==> src/rtl/sha_1_pad_pkg.sv <==
`default_nettype none
// ============================================================================
// Module   : sha_1_pad_pkg
// Brief    : Shared constants and state type for the SHA-1 message padder.
// Revision : 1.0
// ============================================================================
package sha_1_pad_pkg;

  localparam int SHA1_BLOCK_BITS = 512;
  localparam int SHA1_WORDS      = 16;
  localparam int SHA1_LEN_BYTE   = 56;
  localparam logic [7:0] PAD_BYTE = 8'h80;

  typedef enum logic [1:0] {
    COLLECT = 2'd0,
    SEND    = 2'd1,
    PAD2    = 2'd2
  } pad_state_t;

endpackage
`default_nettype wire

==> src/rtl/sha_1_pad_if.sv <==
`default_nettype none
// ============================================================================
// Module   : sha_1_pad_if
// Brief    : Word-in / padded-block-out handshake bundle for sha_1_pad.
// Revision : 1.0
// ============================================================================
interface sha_1_pad_if;
  import sha_1_pad_pkg::*;

  logic [31:0]                in_data;
  logic [2:0]                 in_bytes;
  logic                       in_last;
  logic                       in_valid;
  logic                       in_ready;
  logic [SHA1_BLOCK_BITS-1:0] out_data;
  logic                       out_first;
  logic                       out_last;
  logic                       out_valid;
  logic                       out_ready;

  modport master (
    output in_data, in_bytes, in_last, in_valid, out_ready,
    input  in_ready, out_data, out_first, out_last, out_valid
  );

  modport slave (
    input  in_data, in_bytes, in_last, in_valid, out_ready,
    output in_ready, out_data, out_first, out_last, out_valid
  );
endinterface
`default_nettype wire

==> src/rtl/sha_1_pad_word.sv <==
`default_nettype none
// ============================================================================
// Module   : sha_1_pad_word
// Brief    : Keeps the first i_bytes bytes of a word, optionally places the
//            0x80 pad byte right after them, zeroes the rest.
// Revision : 1.0
// ============================================================================
module sha_1_pad_word
  import sha_1_pad_pkg::*;
(
  input  wire logic [31:0] i_data,
  input  wire logic [2:0]  i_bytes,
  input  wire logic        i_pad,
  output logic [31:0]      o_word
);

  generate
    for (genvar b = 0; b < 4; b++) begin : g_byte
      assign o_word[31-8*b -: 8] =
          (3'(b) < i_bytes)           ? i_data[31-8*b -: 8] :
          (i_pad && (3'(b) == i_bytes)) ? PAD_BYTE : 8'h00;
    end
  endgenerate

endmodule
`default_nettype wire

==> src/rtl/sha_1_pad.sv <==
`default_nettype none
// ============================================================================
// Module   : sha_1_pad
// Brief    : SHA-1 front end: packs 32-bit words into padded 512-bit blocks.
//            Optional macro SHA_1_PAD_BSWAP_EN: input words are byte-swapped.
// Revision : 1.0
// ============================================================================
module sha_1_pad
  import sha_1_pad_pkg::*;
#(
  parameter int LEN_W = 64
) (
  input  wire logic   clk,
  input  wire logic   rst,
  sha_1_pad_if.slave  bus
);

  pad_state_t  r_state, w_state_nx;
  logic [31:0] r_words [SHA1_WORDS];
  logic [3:0]  r_cnt;
  logic [LEN_W-1:0] r_bitlen;
  logic [LEN_W-1:0] w_bitlen_nx;
  logic        r_first_flag, r_first, r_last, r_valid, r_pend, r_pad80;
  logic [31:0] w_din, w_word, w_next_word;
  logic        w_accept, w_take, w_short;
  logic [6:0]  w_p;
  logic [SHA1_BLOCK_BITS-1:0] w_block;

`ifdef SHA_1_PAD_BSWAP_EN
  assign w_din = {bus.in_data[7:0], bus.in_data[15:8],
                  bus.in_data[23:16], bus.in_data[31:24]};
`else
  assign w_din = bus.in_data;
`endif

  assign bus.in_ready = rst && (r_state == COLLECT);
  assign w_accept     = bus.in_valid && rst && (r_state == COLLECT);
  // A zero-byte word is only meaningful when it closes the message.
  assign w_take       = w_accept && ((bus.in_bytes != 3'd0) || bus.in_last);
  assign w_bitlen_nx  = r_bitlen + LEN_W'({bus.in_bytes, 3'b000});
  assign w_p          = {1'b0, r_cnt, 2'b00} + {4'b0000, bus.in_bytes};
  assign w_short      = (w_p <= 7'(SHA1_LEN_BYTE - 1));

  sha_1_pad_word u_word (
    .i_data  (w_din),
    .i_bytes (bus.in_bytes),
    .i_pad   (bus.in_last),
    .o_word  (w_word)
  );

  // Pad byte spilling into the slot after a full final word.
  sha_1_pad_word u_next (
    .i_data  (32'h0),
    .i_bytes (3'd0),
    .i_pad   (1'b1),
    .o_word  (w_next_word)
  );

  always_comb begin
    w_block = '0;
    for (int i = 0; i < SHA1_WORDS; i++)
      w_block[SHA1_BLOCK_BITS-1-32*i -: 32] = r_words[i];
  end

  assign bus.out_data  = w_block;
  assign bus.out_first = r_first;
  assign bus.out_last  = r_last;
  assign bus.out_valid = r_valid;

  always_ff @(posedge clk) begin
    if (!rst) r_state <= COLLECT;
    else      r_state <= w_state_nx;
  end

  always_comb begin
    w_state_nx = r_state;
    case (r_state)
      COLLECT: if (w_take && (bus.in_last || (r_cnt == 4'd15))) w_state_nx = SEND;
      SEND:    if (r_valid && bus.out_ready) w_state_nx = r_pend ? PAD2 : COLLECT;
      PAD2:    w_state_nx = SEND;
      default: w_state_nx = COLLECT;
    endcase
  end

  always_ff @(posedge clk) begin
    if (!rst) begin
      for (int i = 0; i < SHA1_WORDS; i++) r_words[i] <= '0;
      r_cnt        <= '0;
      r_bitlen     <= '0;
      r_first_flag <= 1'b1;
      r_first      <= 1'b0;
      r_last       <= 1'b0;
      r_valid      <= 1'b0;
      r_pend       <= 1'b0;
      r_pad80      <= 1'b0;
    end else begin
      case (r_state)
        COLLECT: if (w_take) begin
          r_bitlen <= w_bitlen_nx;
          if (!bus.in_last) begin
            r_words[r_cnt] <= w_word;
            r_cnt          <= r_cnt + 4'd1;
            if (r_cnt == 4'd15) begin
              r_valid <= 1'b1;
              r_first <= r_first_flag;
              r_last  <= 1'b0;
              r_pend  <= 1'b0;
            end
          end else begin
            for (int i = 0; i < SHA1_WORDS; i++) begin
              if (i == int'(r_cnt))
                r_words[i] <= w_word;
              else if ((i == int'(r_cnt) + 1) && (bus.in_bytes == 3'd4))
                r_words[i] <= w_next_word;
              else if (i > int'(r_cnt))
                r_words[i] <= '0;
            end
            if (w_short) begin
              r_words[SHA1_WORDS-2] <= w_bitlen_nx[63:32];
              r_words[SHA1_WORDS-1] <= w_bitlen_nx[31:0];
            end
            r_valid <= 1'b1;
            r_first <= r_first_flag;
            r_last  <= w_short;
            r_pend  <= !w_short;
            r_pad80 <= (w_p == 7'd64);
          end
        end
        SEND: if (r_valid && bus.out_ready) begin
          r_valid      <= 1'b0;
          r_first_flag <= 1'b0;
          r_pend       <= 1'b0;
          if (!r_pend) r_cnt <= '0;
          if (r_last) begin
            r_bitlen     <= '0;
            r_first_flag <= 1'b1;
          end
        end
        PAD2: begin
          for (int i = 0; i < SHA1_WORDS; i++) r_words[i] <= '0;
          if (r_pad80) r_words[0] <= {PAD_BYTE, 24'h0};
          r_words[SHA1_WORDS-2] <= r_bitlen[63:32];
          r_words[SHA1_WORDS-1] <= r_bitlen[31:0];
          r_first <= 1'b0;
          r_last  <= 1'b1;
          r_valid <= 1'b1;
        end
        default: ;
      endcase
    end
  end

endmodule
`default_nettype wire

==> src/flat_wrapper.sv <==
// flat-port wrapper written by rule: the top's interface ports become plain ports
module sha_1_pad_flat import sha_1_pad_pkg::*;
#(
  parameter int LEN_W = 64
)
  (clk, rst, bus_in_data, bus_in_bytes, bus_in_last, bus_in_valid, bus_out_ready, bus_in_ready, bus_out_data, bus_out_first, bus_out_last, bus_out_valid);
  sha_1_pad_if bus_i ();
  input  wire logic clk;
  input  wire logic rst;
  input wire logic [$bits(bus_i.in_data)-1:0] bus_in_data;
  input wire logic [$bits(bus_i.in_bytes)-1:0] bus_in_bytes;
  input wire logic [$bits(bus_i.in_last)-1:0] bus_in_last;
  input wire logic [$bits(bus_i.in_valid)-1:0] bus_in_valid;
  input wire logic [$bits(bus_i.out_ready)-1:0] bus_out_ready;
  output wire logic [$bits(bus_i.in_ready)-1:0] bus_in_ready;
  output wire logic [$bits(bus_i.out_data)-1:0] bus_out_data;
  output wire logic [$bits(bus_i.out_first)-1:0] bus_out_first;
  output wire logic [$bits(bus_i.out_last)-1:0] bus_out_last;
  output wire logic [$bits(bus_i.out_valid)-1:0] bus_out_valid;
  assign bus_i.in_data = bus_in_data;
  assign bus_i.in_bytes = bus_in_bytes;
  assign bus_i.in_last = bus_in_last;
  assign bus_i.in_valid = bus_in_valid;
  assign bus_i.out_ready = bus_out_ready;
  assign bus_in_ready = bus_i.in_ready;
  assign bus_out_data = bus_i.out_data;
  assign bus_out_first = bus_i.out_first;
  assign bus_out_last = bus_i.out_last;
  assign bus_out_valid = bus_i.out_valid;
  sha_1_pad #(.LEN_W(LEN_W)) u_core (.clk(clk), .rst(rst), .bus(bus_i));
endmodule
==> config.mk <==
export PLATFORM = sky130hd
export DESIGN_NAME = sha_1_pad_flat
export DESIGN_NICKNAME = d
export VERILOG_FILES = /design/src/rtl/sha_1_pad_pkg.sv /design/src/rtl/sha_1_pad_if.sv /design/src/rtl/sha_1_pad_word.sv /design/src/rtl/sha_1_pad.sv /design/src/flat_wrapper.sv
export SDC_FILE = /design/constraint.sdc
export NUM_CORES = 1
export LEC_CHECK = 0
export ABC_AREA = 1
export CAP_MARGIN = 20
export CORE_ASPECT_RATIO = 0.5
export CORE_MARGIN = 5
export CORE_UTILIZATION = 55
export DETAILED_ROUTE_END_ITERATION = 10
export PLACE_DENSITY = 0.95
export RECOVER_POWER = 25
export SLEW_MARGIN = 10
export SYNTH_ARGS = -nofsm -noshare
export SYNTH_HDL_FRONTEND = slang
export SYNTH_SLANG_ARGS = --single-unit
==> constraint.sdc <==
create_clock -name clk -period 15.9 [get_ports clk]
set_input_delay 1.59 -clock clk [delete_from_list [all_inputs] [get_ports clk]]
set_output_delay 1.59 -clock clk [all_outputs]
set_load 0.01 [all_outputs]
==> impl_metrics.py <==
metrics = {
    "placed_design": {
        "place_ws_ps": 9916,
        "place.gp.congestion": 0.9789,
        "io_buffer_count": 555,
        "hpwl_um": 65560,
    },
    "synthesis": {
        "synth_area_leader_cell": "edfxtp_1",
        "yosys-top-cells-area": "edfxtp_1 61%, nand2_1 8.5%, nor2_1 8.3%",
        "synth-seq-area-share_pct": 66.43,
        "synthArstFlopShare_pct": 0,
        "synth.distinct_cells": 49,
        "synth_top_area_share_pct": 60.66,
        "synth_seq_cells": 585,
        "synth_area_sq_mm": 0.02535,
        "synth_fp_nets": 2519,
        "synth_edf_count": 512,
        "ys.flop_type": "edfxtp_1",
        "syn_inst": 2466,
        "yosys_warnings": 0,
        "synth.avg_cell_area_sq_um": 10.28,
    },
    "finish": {
        "drive_above_1_share_pct": 7.984,
        "fillers": 2914,
        "final_cell_mix": "575 x nand2_1, 560 x nor2_1, 512 x edfxtp_1",
        "syn2layout_area_growth_pct": 30.93,
        "multi_input_area_sq_mm": 0.007526,
        "seq_area_sq_mm": 0.01684,
        "final_common_cell": "nand2_1",
        "fin_nets": 3043,
    },
    "power_and_ir_drop": {
        "p_sw_mw": 0.8906,
        "p_sw_share_pct": 25.29,
        "ir_worst_vdd_mv": 0.08403,
        "power_frac_clock_pct": 36.9,
        "power_frac_comb_pct": 12.2,
        "seq_power_share_pct": 50.9,
        "power_leakage_nw": 12.81,
        "pwr_density_cell_mw_per_mm2": 106.1,
        "total_power_mw": 3.522,
        "p_int_mw": 2.631,
    },
    "clocking": {
        "clkTransAtPathRegs_ps": 70,
        "worstSkewPairLatency_ps": 590,
        "cts_root_buf": "clkbuf_16",
        "cts_buffer_depth": 3,
        "hold_buffers": 0,
        "htreeDepth": 2,
        "cts_resized": 0,
        "cts_tree": "built",
        "post_cts_buffers": 0,
        "cts_buffers": 50,
        "clock-sinks": 585,
    },
    "global_routing": {
        "grt_pass1_wl_um": 138400,
        "gr-usage-met2_pct": 61.24,
        "antenna_found_initial": 3,
        "grt_max_degree": 65,
        "grt_use_met1_pct": 42.83,
        "grt_most_used_layer": "met2",
        "grtUsageMet3_pct": 9.027,
        "first_global_vias": 21420,
        "gr-total-overflow": 0,
        "grtUsageTotal_pct": 36.73,
    },
    "timing": {
        "slew_violations": 0,
        "clock_skew_ps": 17.43,
        "setup_viol": 0,
        "grt_setup_unrepaired": "false",
        "setup_tns_ps": 0,
        "slew_headroom_pct": 20.68,
        "finalWorstSetupSlack_ps": 10410,
        "clock.fmax_mhz": 182.2,
        "hold_violations": 0,
        "period_minus_slack_ps": 5489,
        "worst_pin_slew_ps": 1189,
        "finalCritPeriodShare_pct": 34.52,
    },
    "worst_setup_path": {
        "critPathMaxFanout": 64,
        "arrival_ps": 5750,
        "cp-start-kind": "input port",
        "crit_type": "input port to flip-flop",
        "worstPathRequired_ps": 16160,
        "r2r-start": "u_core.r_state[1]",
        "cp-startpoint": "bus_in_bytes[2]",
        "endpoint_kind": "flip-flop",
    },
    "min_path": {
        "hp-start": "u_core.r_pad80",
        "min_path_type": "flip-flop to flip-flop",
    },
    "floorplanning": {
        "rows": 55,
        "initial_core_util_pct": 55.89,
        "die_w_um": 313.6,
        "die_h_um": 161.8,
        "die-area_sq_mm": 0.05074,
        "coreArea_sq_mm": 0.04535,
        "io_pins": 556,
    },
    "job": {
        "drv_cap": 0,
    },
    "run_status": {
        "outcome": "complete, no violations",
    },
    "routing": {
        "vias": 21800,
        "drtPass1Iterations": 10,
        "drt-total-wl_um": 96290,
        "via_per_inst": 6.000,
        "ant_nets": 0,
        "drtIter0Drc": 3673,
        "avgRoutedWirePerCell_um": 26.50,
        "drcViolationCount": 0,
    },
}
[sequential cells by signal, indices dropped and copies added, names as in the netlist, 2 cells and up]
signal and count:
u_core.r_state 2, u_core.r_words 512, u_core.r_bitlen 61, u_core.r_cnt 4
[kinds of logic (layout without fill, tap and decap cells)]
group | after synthesis | after routing | share of synthesized area (%)
AND/OR/NAND/NOR | 1390 | 1390 | 22.73
flip-flops | 585 | 585 | 66.43
buffers and inverters | 244 | 809 | 4.329
AO/OA/AOI/OAI | 212 | 212 | 5.085
XOR/XNOR | 22 | 22 | 0.7603
adder cells (fa/ha/maj) | 13 | 13 | 0.6714
other | 0 | 5 | 0
[worst paths after layout]
path / endpoint / slack (ps) / depth (start not counted)
setup / recovery: u_core.r_words[14][11] / 10410 / 12
hold / removal: u_core.r_pad80 / 470 / 2
setup reg to reg: u_core.r_words[14][11] / 11960 / 10
hold reg to reg: u_core.r_pad80 / 470 / 2
[routing by layer]
metal	up-vias	routed length, um
li1	9301	-
met1	10300	31070
met2	1706	45750
met3	498	11390
met4	2	8064
met5	-	11
[area by class of cell]
cell class	instances	area share [%]
sequential	585	50.73
antenna	5	0.03770
clock buffer	67	4.087
multi-input combinational	1637	22.68
tap	598	2.255
timing repair buffer	602	17.92
clock inverter	26	0.9878
inverter	114	1.297
[power by group through the flow]
stage	combinational, mW	clock, mW	sequential (mW)
after floorplan	0.122	0	1.87
after global placement	0.430	0	1.82
after detailed placement	0.440	0	1.83
after CTS	0.443	1.29	1.79
after global routing	0.441	1.36	1.80
final	0.430	1.30	1.79
[cell usage after synthesis (all sizes together), types with 16 or more instances]
| master | number |
|---|---|
| o21bai | 16 |
| o21ai | 48 |
| nand2 | 588 |
| a21oi | 87 |
| nor3 | 16 |
| edfxtp | 512 |
| buf | 63 |
| nand4 | 31 |
| dfxtp | 73 |
| inv | 113 |
| nor2 | 628 |
| nand3 | 118 |
| clkbuf | 67 |
| o31ai | 25 |
[worst max-delay path: stages]
cell and delay [ps]:
clkdlybuf4s50_1 910, inv_2 80, nand2_1 390, nor2_1 150
nand2_2 120, nand2_4 100, inv_4 570, nand2_2 410
o21ai_0 270, a21oi_1 70, nand3_1 630, buf_4 410
[metrics by stage]
stage	hold WS (ps)	utilization [%]	area, sq um	instances
detailed placement	453.0	69.33	31440	3534
finish	466.2	73.18	33190	3634
CTS	462.3	73.04	33130	3627
global route	512.8	73.15	33180	3630
floorplan	429.4	-	25350	2466
global placement	444.9	69.30	31430	3533
Note: power is estimated with default switching activity, not from simulation.
